===== config.mk =====
export PLATFORM = sky130hd
export DESIGN_NAME = qos_pop_scheduler_flat
export DESIGN_NICKNAME = d
export VERILOG_FILES = /design/src/rtl/qos_pop_scheduler_pkg.sv /design/src/rtl/qos_pop_scheduler_if.sv /design/src/rtl/qos_pop_scheduler_rr_pick.sv /design/src/rtl/qos_pop_scheduler.sv /design/src/flat_wrapper.sv
export SDC_FILE = /design/constraint.sdc
export NUM_CORES = 1
export LEC_CHECK = 0
export CORE_MARGIN = 2
export CORE_UTILIZATION = 45
export DETAILED_ROUTE_END_ITERATION = 7
export MAX_ROUTING_LAYER = met4
export PLACE_DENSITY = 0.8
export SYNTH_ARGS = -nofsm -noshare
export SYNTH_HDL_FRONTEND = slang
export SYNTH_SLANG_ARGS = --single-unit

===== constraint.sdc =====
create_clock -name clk -period 4.6 [get_ports clk]
set_clock_uncertainty 0.05 [all_clocks]
set_input_delay 1.38 -clock clk [delete_from_list [all_inputs] [get_ports clk]]
set_output_delay 1.38 -clock clk [all_outputs]
set_load 0.02 [all_outputs]

===== src/rtl/qos_pop_scheduler_pkg.sv =====
// rtl/qos_pop_scheduler_pkg.sv - shared constants, state encoding and weight helper for the QoS pop scheduler
package qos_pop_scheduler_pkg;

    localparam int NUM_VC = 4;
    localparam int VC_W   = 2;

    typedef enum logic {
        ST_IDLE  = 1'b0,
        ST_BURST = 1'b1
    } sched_state_t;

    localparam logic [3:0] DEF_W0 = 4'd4;
    localparam logic [3:0] DEF_W1 = 4'd3;
    localparam logic [3:0] DEF_W2 = 4'd2;
    localparam logic [3:0] DEF_W3 = 4'd1;

    // A zero weight would give a burst with no credit; serve at least one word.
    function automatic logic [3:0] eff_weight(input logic [3:0] w);
        return (w == 4'd0) ? 4'd1 : w;
    endfunction

endpackage


===== src/rtl/qos_pop_scheduler_if.sv =====
// rtl/qos_pop_scheduler_if.sv - FIFO-status / pop-strobe bundle between the scheduler and its VC FIFOs and sink
//   EMPTY_IN, ALMOST_FULL_IN : per-VC FIFO flags
//   DOWN_FULL                : sink back-pressure
//   POP                      : combinational one-hot read strobe
//   VALID_OUT, SEL_OUT       : registered data-valid and source VC (FIFO read latency 1)
//   BURST_DONE               : registered end-of-burst pulse
interface qos_pop_scheduler_if;
    import qos_pop_scheduler_pkg::*;

    logic [NUM_VC-1:0] EMPTY_IN;
    logic [NUM_VC-1:0] ALMOST_FULL_IN;
    logic              DOWN_FULL;
    logic [NUM_VC-1:0] POP;
    logic              VALID_OUT;
    logic [VC_W-1:0]   SEL_OUT;
    logic              BURST_DONE;

    // master: the scheduler issuing pops
    modport master (
        input  EMPTY_IN, ALMOST_FULL_IN, DOWN_FULL,
        output POP, VALID_OUT, SEL_OUT, BURST_DONE
    );

    // slave: the FIFO bank and downstream sink
    modport slave (
        output EMPTY_IN, ALMOST_FULL_IN, DOWN_FULL,
        input  POP, VALID_OUT, SEL_OUT, BURST_DONE
    );

endinterface


===== src/rtl/qos_pop_scheduler_rr_pick.sv =====
// rtl/qos_pop_scheduler_rr_pick.sv - combinational VC selector: almost-full priority, else rotating find-first
//   empty, almost_full : per-VC FIFO flags
//   cur                : last served VC (rotation origin)
//   found              : at least one VC is non-empty
//   pick               : selected VC index
module rr_pick
    import qos_pop_scheduler_pkg::*;
(
    input  logic [NUM_VC-1:0] empty,
    input  logic [NUM_VC-1:0] almost_full,
    input  logic [VC_W-1:0]   cur,
    output logic              found,
    output logic [VC_W-1:0]   pick
);

    logic [NUM_VC-1:0] urgent;
    logic              urgent_found;
    logic [VC_W-1:0]   urgent_idx;
    logic [VC_W-1:0]   rr_idx;
    logic [VC_W-1:0]   cand;

    always_comb begin
        urgent       = almost_full & ~empty;
        urgent_found = 1'b0;
        urgent_idx   = '0;
        rr_idx       = cur;
        cand         = cur;

        // Scan high to low so the lowest urgent index is the last one written.
        for (int i = NUM_VC - 1; i >= 0; i--) begin
            if (urgent[i]) begin
                urgent_found = 1'b1;
                urgent_idx   = VC_W'(i);
            end
        end

        // Offsets NUM_VC..1 wrap in VC_W bits, so offset NUM_VC lands on cur itself;
        // scanning down leaves the nearest non-empty VC after cur as the winner.
        for (int k = NUM_VC; k >= 1; k--) begin
            cand = cur + VC_W'(k);
            if (!empty[cand]) begin
                rr_idx = cand;
            end
        end

        found = |(~empty);
        pick  = urgent_found ? urgent_idx : rr_idx;
    end

endmodule


===== src/rtl/qos_pop_scheduler.sv =====
// rtl/qos_pop_scheduler.sv - weighted-burst QoS pop scheduler over four VC FIFOs
//   clk, reset_L : clock and synchronous active-low reset
//   bus          : qos_pop_scheduler_if.master (FIFO flags in, POP/VALID_OUT/SEL_OUT/BURST_DONE out)
//   W0..W3       : per-VC burst weights (0 behaves as 1)
module qos_pop_scheduler
    import qos_pop_scheduler_pkg::*;
#(
    parameter logic [3:0] W0 = DEF_W0,
    parameter logic [3:0] W1 = DEF_W1,
    parameter logic [3:0] W2 = DEF_W2,
    parameter logic [3:0] W3 = DEF_W3
) (
    input  logic                clk,
    input  logic                reset_L,
    qos_pop_scheduler_if.master bus
);

    sched_state_t      state, state_nxt;
    logic [VC_W-1:0]   cur, cur_nxt;
    logic [3:0]        cnt, cnt_nxt;
    logic [NUM_VC-1:0] pop;
    logic              burst_end;

    logic              pick_found;
    logic [VC_W-1:0]   pick_idx;
    logic [3:0]        pick_weight;

    logic              valid_q;
    logic [VC_W-1:0]   sel_q;
    logic              done_q;

    rr_pick u_rr_pick (
        .empty       (bus.EMPTY_IN),
        .almost_full (bus.ALMOST_FULL_IN),
        .cur         (cur),
        .found       (pick_found),
        .pick        (pick_idx)
    );

    always_comb begin
        pick_weight = eff_weight(W0);
        case (pick_idx)
            2'd1:    pick_weight = eff_weight(W1);
            2'd2:    pick_weight = eff_weight(W2);
            2'd3:    pick_weight = eff_weight(W3);
            default: pick_weight = eff_weight(W0);
        endcase
    end

    always_comb begin
        state_nxt = state;
        cur_nxt   = cur;
        cnt_nxt   = cnt;
        pop       = '0;
        burst_end = 1'b0;

        case (state)
            ST_IDLE: begin
                if (pick_found) begin
                    cur_nxt   = pick_idx;
                    cnt_nxt   = pick_weight;
                    state_nxt = ST_BURST;
                end
            end
            ST_BURST: begin
                // Back-pressure freezes everything; only an unstalled cycle can pop or end.
                if (!bus.DOWN_FULL) begin
                    if (bus.EMPTY_IN[cur]) begin
                        burst_end = 1'b1;
                        state_nxt = ST_IDLE;
                    end else begin
                        pop[cur] = 1'b1;
                        cnt_nxt  = cnt - 4'd1;
                        if (cnt == 4'd1) begin
                            burst_end = 1'b1;
                            state_nxt = ST_IDLE;
                        end
                    end
                end
            end
            default: state_nxt = ST_IDLE;
        endcase

        // The reset cycle must not consume a FIFO word even if a burst was in flight.
        if (!reset_L) begin
            pop = '0;
        end
    end

    always_ff @(posedge clk) begin
        if (!reset_L) begin
            state   <= ST_IDLE;
            cur     <= 2'd3;
            cnt     <= 4'd0;
            valid_q <= 1'b0;
            sel_q   <= '0;
            done_q  <= 1'b0;
        end else begin
            state   <= state_nxt;
            cur     <= cur_nxt;
            cnt     <= cnt_nxt;
            valid_q <= |pop;
            if (|pop) begin
                sel_q <= cur;
            end
            done_q  <= burst_end;
        end
    end

    assign bus.POP        = pop;
    assign bus.VALID_OUT  = valid_q;
    assign bus.SEL_OUT    = sel_q;
    assign bus.BURST_DONE = done_q;

endmodule


===== src/flat_wrapper.sv =====
// flat-port wrapper written by rule: the top's interface ports become plain ports
module qos_pop_scheduler_flat import qos_pop_scheduler_pkg::*;
#(
    parameter logic [3:0] W0 = DEF_W0,
    parameter logic [3:0] W1 = DEF_W1,
    parameter logic [3:0] W2 = DEF_W2,
    parameter logic [3:0] W3 = DEF_W3
)
  (clk, reset_L, bus_EMPTY_IN, bus_ALMOST_FULL_IN, bus_DOWN_FULL, bus_POP, bus_VALID_OUT, bus_SEL_OUT, bus_BURST_DONE);
  qos_pop_scheduler_if bus_i ();
  input  logic clk;
  input  logic reset_L;
  input wire logic [$bits(bus_i.EMPTY_IN)-1:0] bus_EMPTY_IN;
  input wire logic [$bits(bus_i.ALMOST_FULL_IN)-1:0] bus_ALMOST_FULL_IN;
  input wire logic [$bits(bus_i.DOWN_FULL)-1:0] bus_DOWN_FULL;
  output wire logic [$bits(bus_i.POP)-1:0] bus_POP;
  output wire logic [$bits(bus_i.VALID_OUT)-1:0] bus_VALID_OUT;
  output wire logic [$bits(bus_i.SEL_OUT)-1:0] bus_SEL_OUT;
  output wire logic [$bits(bus_i.BURST_DONE)-1:0] bus_BURST_DONE;
  assign bus_i.EMPTY_IN = bus_EMPTY_IN;
  assign bus_i.ALMOST_FULL_IN = bus_ALMOST_FULL_IN;
  assign bus_i.DOWN_FULL = bus_DOWN_FULL;
  assign bus_POP = bus_i.POP;
  assign bus_VALID_OUT = bus_i.VALID_OUT;
  assign bus_SEL_OUT = bus_i.SEL_OUT;
  assign bus_BURST_DONE = bus_i.BURST_DONE;
  qos_pop_scheduler #(.W0(W0), .W1(W1), .W2(W2), .W3(W3)) u_core (.clk(clk), .reset_L(reset_L), .bus(bus_i));
endmodule

[After elaboration in Yosys (flattened, before gate mapping)]
Index checks and enable logic that the tools add are counted.
Word-level totals
  input port bits: 11
  register bits after elaboration: 11
Cells by class
  add/sub/neg operators: 4
  eq/ne operators: 7
  reduce and logical (&&, ||, !) cells: 6
  $lt $le $gt $ge: 5
  mux-type cells: 38
  bitwise operators: 4
Operators with widths (number)
  4-bit 2-to-1 mux: 7
  2-bit 2-to-1 mux: 8
  1-bit 2-to-1 mux: 15
  2-bit by 3-bit less-than comparator with 1-bit output, second input constant: 4
  3-bit case mux with 3 select lines: 1
  1-bit binary-select mux with 2-bit select: 4
  4-bit case mux with 2 select lines: 1
  4-bit OR reduction: 2
  2-bit adder, second input constant: 2
  4-bit AND: 1
  2-bit == test, second input constant: 2
  4-bit by 1-bit == test with 1-bit output, second input constant: 1
  2-bit != test, second input constant: 2
  4-bit inverter: 1
  4-bit by 1-bit subtractor with 4-bit output, second input constant: 1
  3-bit AND reduction: 1
  3-bit OR reduction: 1
  2-bit by 1-bit adder with 2-bit output, second input constant: 1
  1-bit demux with 2-bit select: 1
  2-bit by 1-bit == test with 1-bit output, second input constant: 1
  2-bit by 1-bit >= comparator with 1-bit output, second input constant: 1
  2-bit by 1-bit != test with 1-bit output, second input constant: 1
  1-bit inverter: 2
  1-bit case mux with 2 select lines: 1
  other kinds (2): 2

[Logic depth before layout (Yosys ltp)]
Gate-level depths: netlist (run 1).
  word-level depth: 11
  gate-level depth with buffers: 10
  mapped depth without buffers: 8

[Modules after synthesis]
A second synthesis (run 1) with hierarchy kept.
Second synthesis, totals
  cell total of the unflattened synthesis: 99
  area, all modules: 857.1 um^2
Modules (own cells, without submodules)
  qos_pop_scheduler: times used 1, area an instance 655.6 um^2, cells an instance 71, seq. area each 220.2 um^2
  rr_pick: times used 1, area an instance 201.4 um^2, cells an instance 28, seq. area each 0.0 um^2

[Worst setup path after synthesis (run 1)]
No wires, ideal clock.
  path type: input port to output port
  start: input port bus_EMPTY_IN[3]
  end: output port bus_POP[0]
  data required time: 3.170 ns
  cell stages on the path: 4
  path buffers: 1
  path slack: 0.767 ns
  arrival time: 2.403 ns
  path through: buf_6 > mux4_2 > nor2_1 > and2_1
On the way
  word-level cells in the longest chain between the ends: 6
RTL lines
  from (decl): line flat_wrapper.sv:13  | input wire logic [$bits(bus_i.EMPTY_IN)-1:0] bus_EMPTY_IN;
  1-bit binary-select mux with 2-bit select: line qos_pop_scheduler.sv:68  | if (bus.EMPTY_IN[cur]) begin
  1-bit 2-to-1 mux (not written as such): line qos_pop_scheduler.sv:68
  4-bit 2-to-1 mux: line qos_pop_scheduler.sv:68
  4-bit 2-to-1 mux: line qos_pop_scheduler.sv:67  | if (!bus.DOWN_FULL) begin
  4-bit 2-to-1 mux: line qos_pop_scheduler.sv:57  | case (state)
  4-bit 2-to-1 mux: line qos_pop_scheduler.sv:85  | if (!reset_L) begin
  to (decl): line flat_wrapper.sv:16  | output wire logic [$bits(bus_i.POP)-1:0] bus_POP;
Every way passes these cells. The select of a mux whose other input is x is not followed.

[Worst setup path after layout (run 1)]
  start: input port bus_EMPTY_IN[3]
  end: output port bus_POP[2]
Same word-level chain as after synthesis.

==> results of run 1 <==
routing by layer:
| metal | up-vias | track usage | wire, µm | share of wire |
|---|---|---|---|---|
| met2 | 26 | 0.358 | 1010 | 0.52 |
| met5 | - | - | 0 | 0 |
| met4 | 0 | 0.0857 | 44 | 0.023 |
| met3 | 4 | 0.0184 | 85 | 0.043 |
| met1 | 363 | 0.197 | 813 | 0.42 |
| li1 | 404 | - | - | - |
worst max-delay path: stages:
cell and delay, ps:
clkdlybuf4s50_1 420, mux4_2 490, nor2_1 180, and2_1 150, dlygate4sd2_1 330
power by group:
group | leakage (nW) | switching (mW) | internal, mW | total (mW)
registers | 0.0904 | 0.0126 | 0.105 | 0.118
logic | 0.392 | 0.0675 | 0.0698 | 0.137
clock network | 0.0150 | 0.0306 | 0.0335 | 0.0641
flip-flops by register name, summed over array words and instances (netlist names):
| signal | cells |
|---|---|
| u_core.cnt | 4 |
| u_core.bus.SEL_OUT | 2 |
| u_core.cur | 2 |
| u_core.bus.BURST_DONE | 1 |
| u_core.bus.VALID_OUT | 1 |
| u_core.state | 1 |
cells in the mapped netlist, types with 2 or more instances:
library cell / number / area, µm²
o21ai_0: 5 / 25.0
a21oi_1: 6 / 30.0
nand2_1: 5 / 18.8
mux2_2: 3 / 33.8
nand3_1: 2 / 10.0
dfxtp_1: 11 / 220
inv_1: 7 / 26.3
o211ai_1: 2 / 15.0
mux4_2: 2 / 45.0
buf_6: 4 / 45.0
nor2b_1: 5 / 31.3
and2_1: 5 / 31.3
ha_1: 6 / 75.1
mux2i_1: 5 / 50.1
nor2_1: 4 / 15.0
stage by stage:
stage	total power, mW	setup TNS [ps]	cell area [µm²]	hold slack [ps]
final	0.319	0	1150	467
after global routing	0.342	0	1150	508
after CTS	0.321	0	1150	480
after detailed placement	0.256	-206	1130	456
after global placement	0.250	-86.0	1130	448
after floorplan	0.219	0	913	449
cells in the final DEF, fill, tap and decap left out, drive strengths merged, types with 2 or more instances in the layout:
| cell | n |
|---|---|
| clkbuf | 4 |
| dfxtp | 11 |
| o21ai | 5 |
| a41o | 2 |
| ha | 6 |
| nand2 | 5 |
| nand2b | 2 |
| mux2 | 3 |
| dlygate4sd2 | 4 |
| and2 | 5 |
| nor2 | 4 |
| nor2b | 5 |
| mux2i | 5 |
| clkdlybuf4s50 | 14 |
| buf | 7 |
| inv | 7 |
| nor4 | 2 |
| nand3 | 2 |
| a21oi | 6 |
| a31oi | 2 |
| o211ai | 2 |
| mux4 | 3 |
path summary, 6_finish.rpt:
kind / to / depth (start not counted)
worst max register to register: u_core.cnt[2]$_SDFFE_PN0P_ / 9
worst min register to register: u_core.bus.SEL_OUT[1]$_SDFFE_PN0P_ / 2
worst max-delay path: bus_POP[2] / 5
worst min-delay path: u_core.bus.SEL_OUT[1]$_SDFFE_PN0P_ / 2
cell families (layout without fill, tap and decap cells):
family / after synthesis / in the layout / synth area share
adders and majority gates: 6 / 6 / 0.0822
and+or+nand+nor: 30 / 30 / 0.208
muxes: 11 / 11 / 0.170
DFF: 11 / 11 / 0.241
buffers and inverters: 13 / 36 / 0.0863
AOI/OAI and AO/OA: 25 / 25 / 0.193
xor gates and xnor gates: 2 / 2 / 0.0192
timing repair:
action                     in CTS  in global routing
gates resized for setup         4                  0
setup endpoints to repair       4                  0
hold endpoints to repair        0                  0
cell type report:
| class | instances | area (µm²) |
|---|---|---|
| Fill cell | 180 | 793 |
| Multi-Input combinational cell | 74 | 614 |
| Timing Repair Buffer | 25 | 228 |
| Sequential cell | 11 | 220 |
| Tap cell | 27 | 33.8 |
| Clock buffer | 4 | 26.3 |
| Inverter | 7 | 26.3 |
==> flow_metrics.tcl, run 1 <==
set metrics [dict create \
    outcome "finished clean" \
    crit_arrival_ps 2950 \
    finalSetupViolCount 0 \
    clk_path_buf_depth 2 \
    diodes 0 \
    cp-start-kind "input port" \
    grt_usage 0.190 \
    slew-limit-headroom 0.603 \
    die_w_um 49.1 \
    start_util 0.470 \
    pre_cts_slack_ps -54.9 \
    area_growth_pct 25.8 \
    postCtsHoldBufs 0 \
    cp_max_fo 4 \
    grt_pass1_vias 830 \
    ir_worst_vdd_uv 123 \
    final_cells 148 \
    port_buffers 18 \
    grt_pass1_wl_mm 3.48 \
    fin_crit_sh 0.952 \
    rsz0062_at_grt "no" \
    netlist_area_um2 913 \
    drt-pass1-iter-count 4 \
    routed_wl_mm 1.96 \
    hold_violations 0 \
    hold_path_class "reg2reg" \
    worstSetupPathType "in2out" \
    synth_fp_nets 115 \
    endpoint_kind "output pin" \
    drive_gt1_frac 0.165 \
    path_clk_slew_ps 70 \
    drt.antenna.violating_nets 0 \
    cts_made_buffers 3 \
    min_from "u_core.bus.SEL_OUT[1]$_SDFFE_PN0P_" \
    worstMarginPinSlew_ps 588 \
    r2r_start "u_core.cur[0]$_SDFFE_PN1P_" \
    synth_seq_cells 11 \
    p_leak_nw 0.498 \
    coreArea_um2 1940 \
    final_nets 139 \
    maxSlewViolCount 0 \
    period_needed_ps 4380 \
    cts_tree "yes" \
    cts_setup_buffers 0 \
    clk_latency_ps 260 \
    fp.dieArea_um2 2410 \
    async_flop_share 0 \
    startpoint "bus_EMPTY_IN[3]" \
    rows 16 \
    wire_per_inst_um 13.2 \
    synth_edf_count 0 \
    post-route-drc-count 0 \
    dp.cells 144 \
    postSynthCellCount 98 \
    vias_per_cell 5.39 \
    overflow 0 \
    ioPinCount 19 \
    cap_viol_max_count 0 \
    final_util 0.591 \
    gp_congestion 0.802 \
    drtIter0Drc 17 \
    yosysSeqAreaShare 0.241 \
    fmax_ghz 0.228 \
    crit_required_ps 3170 \
    cts-root-buf "clkbuf_4" \
    dieHeight_um 49.1 \
    finalWorstSetupSlack_ps 219 \
    grt_max_degree 14 \
    grt_antenna_before_repair 0 \
    htree_num_levels 1 \
    reg2reg_slack_ps 2040 \
    dp_hpwl_mm 1.48 \
    cts.sinks 11 \
    synth_flop_cell "dfxtp_1" \
    synth.distinct_cells 41 \
    syn_area_per_cell_um2 9.32 \
    powerDensity_nw_per_um2 278 \
    synth_warnings 0 \
    vias 797 \
]
(Power assumes the default switching activity.)
==> run 2, diff against run 1 <==
- SKIP_CTS_REPAIR_TIMING: unset -> 1
==> flow_metrics.tcl, run 2 (synthesis results as in run 1) <==
set metrics [dict create \
    largest_register_ffs 4 \
    fin_crit_sh 0.927 \
    cp-start-kind "input port" \
    cts-root-buf "clkbuf_4" \
    period_needed_ps 4270 \
    fmax_ghz 0.234 \
    vias_per_cell 5.49 \
    grt_pass1_wl_mm 3.48 \
    reg2reg_to "u_core.cnt[2]$_SDFFE_PN0P_" \
    clk_path_buf_depth 2 \
    mostFrequentLayoutCell "clkdlybuf4s50_1" \
    multiInputGateArea_um2 617 \
    outcome "finished clean" \
    maxSlewViolCount 0 \
    reg2reg_slack_ps 2020 \
    endpoint_kind "output pin" \
    powerDensity_nw_per_um2 274 \
    rsz0062_at_grt "no" \
    fp.dieArea_um2 2410 \
    slew-limit-headroom 0.632 \
    drtIter0Drc 22 \
    vias 812 \
    path_clk_slew_ps 70 \
    num-fill-cells 177 \
    dieHeight_um 49.1 \
    grt_max_degree 14 \
    gp_congestion 0.802 \
    htree_num_levels 1 \
    finalSetupViolCount 0 \
    power_uw 320 \
    cts.sinks 11 \
    dp_hpwl_mm 1.48 \
    drive_gt1_frac 0.174 \
    routed_wl_mm 1.95 \
    crit_required_ps 3170 \
    dp.cells 144 \
    ir_worst_vdd_uv 123 \
    p_leak_nw 0.552 \
    cts_tree "yes" \
    drt-pass1-iter-count 4 \
    largest-register "u_core.cnt" \
    cp_max_fo 4 \
    overflow 0 \
    grt_antenna_before_repair 0 \
    ioPinCount 19 \
    ff_latch_area_um2 220 \
    final_cells 148 \
    final_cell_mix "clkdlybuf4s50_1, dfxtp_1, inv_1, buf_4" \
    rr_worst_depth 8 \
    wire_per_inst_um 13.2 \
    rows 16 \
    cap_viol_max_count 0 \
    cts_made_buffers 3 \
    min_path_cells 2 \
    hold_violations 0 \
    grt_pass1_vias 830 \
    port_buffers 18 \
    drt.antenna.violating_nets 0 \
    min_from "u_core.bus.SEL_OUT[1]$_SDFFE_PN0P_" \
    die_w_um 49.1 \
    coreArea_um2 1940 \
    area_growth_pct 27.7 \
    worstMarginPinSlew_ps 544 \
    start_util 0.470 \
    final_nets 139 \
    grt_usage 0.190 \
    clk_latency_ps 260 \
    hold_path_class "reg2reg" \
    min_to "u_core.bus.SEL_OUT[1]$_SDFFE_PN0P_" \
    crit_arrival_ps 2840 \
    r2r_start "u_core.cur[1]$_SDFFE_PN1P_" \
    post-route-drc-count 0 \
    worstSetupPathType "in2out" \
    diodes 0 \
]
## run 2: cell count changes in the layout (fill, tap and decap cells not counted), sizes merged
cell / change
dlygate4sd2: -4
dlymetal6s2s: +4
## run 2: report_power, final
part           switching [mW]  internal, mW  total (mW)
Clock                  0.0307        0.0335      0.0642
Sequential             0.0127         0.105       0.118
Combinational          0.0677        0.0701       0.138
## run 2: how the worst max path moves through the flow
stage / startpoint / end / slack [ps] / depth (start not counted)
2_1_floorplan: bus_EMPTY_IN[3] / bus_POP[0] / 770 / 4
3_3_place_gp: bus_EMPTY_IN[3] / bus_POP[1] / -20 / 5
3_5_place_dp: bus_EMPTY_IN[3] / bus_POP[2] / -50 / 5
4_1_cts: bus_EMPTY_IN[3] / bus_POP[2] / -60 / 5
5_1_grt: bus_EMPTY_IN[2] / bus_POP[2] / 230 / 5
6_report: bus_EMPTY_IN[3] / bus_POP[2] / 330 / 5
## run 2: cell type report
class | instances | area share
Clock buffer | 4 | 0.0225
Sequential cell | 11 | 0.189
Multi-Input combinational cell | 74 | 0.529
Timing Repair Buffer | 25 | 0.208
Inverter | 7 | 0.0225
Tap cell | 27 | 0.0290
## run 2: per-layer routing
layer	share of wire	GRT usage	up-vias	wire length, µm
met5	0	-	-	0
met1	0.40	0.197	364	784
met4	0.035	0.0857	0	69
met3	0.057	0.0184	9	112
met2	0.50	0.358	35	983
li1	-	-	404	-
## run 2: metrics by stage
step	setup TNS (ps)	util	setup slack (ps)	hold slack, ps	cell area, µm²
2_1_floorplan	0	-	767	449	913
3_3_place_gp	-86.0	0.581	-24.2	448	1130
3_5_place_dp	-206	0.581	-54.9	456	1130
4_1_cts	-206	0.594	-57.3	480	1150
5_1_grt	0	0.601	233	508	1170
6_report	0	0.601	335	470	1170
## run 2: critical path, stage by stage
cell	delay [ps]
clkdlybuf4s50_1	420
mux4_2	510
nor2_2	170
and2_1	140
dlymetal6s2s_1	220
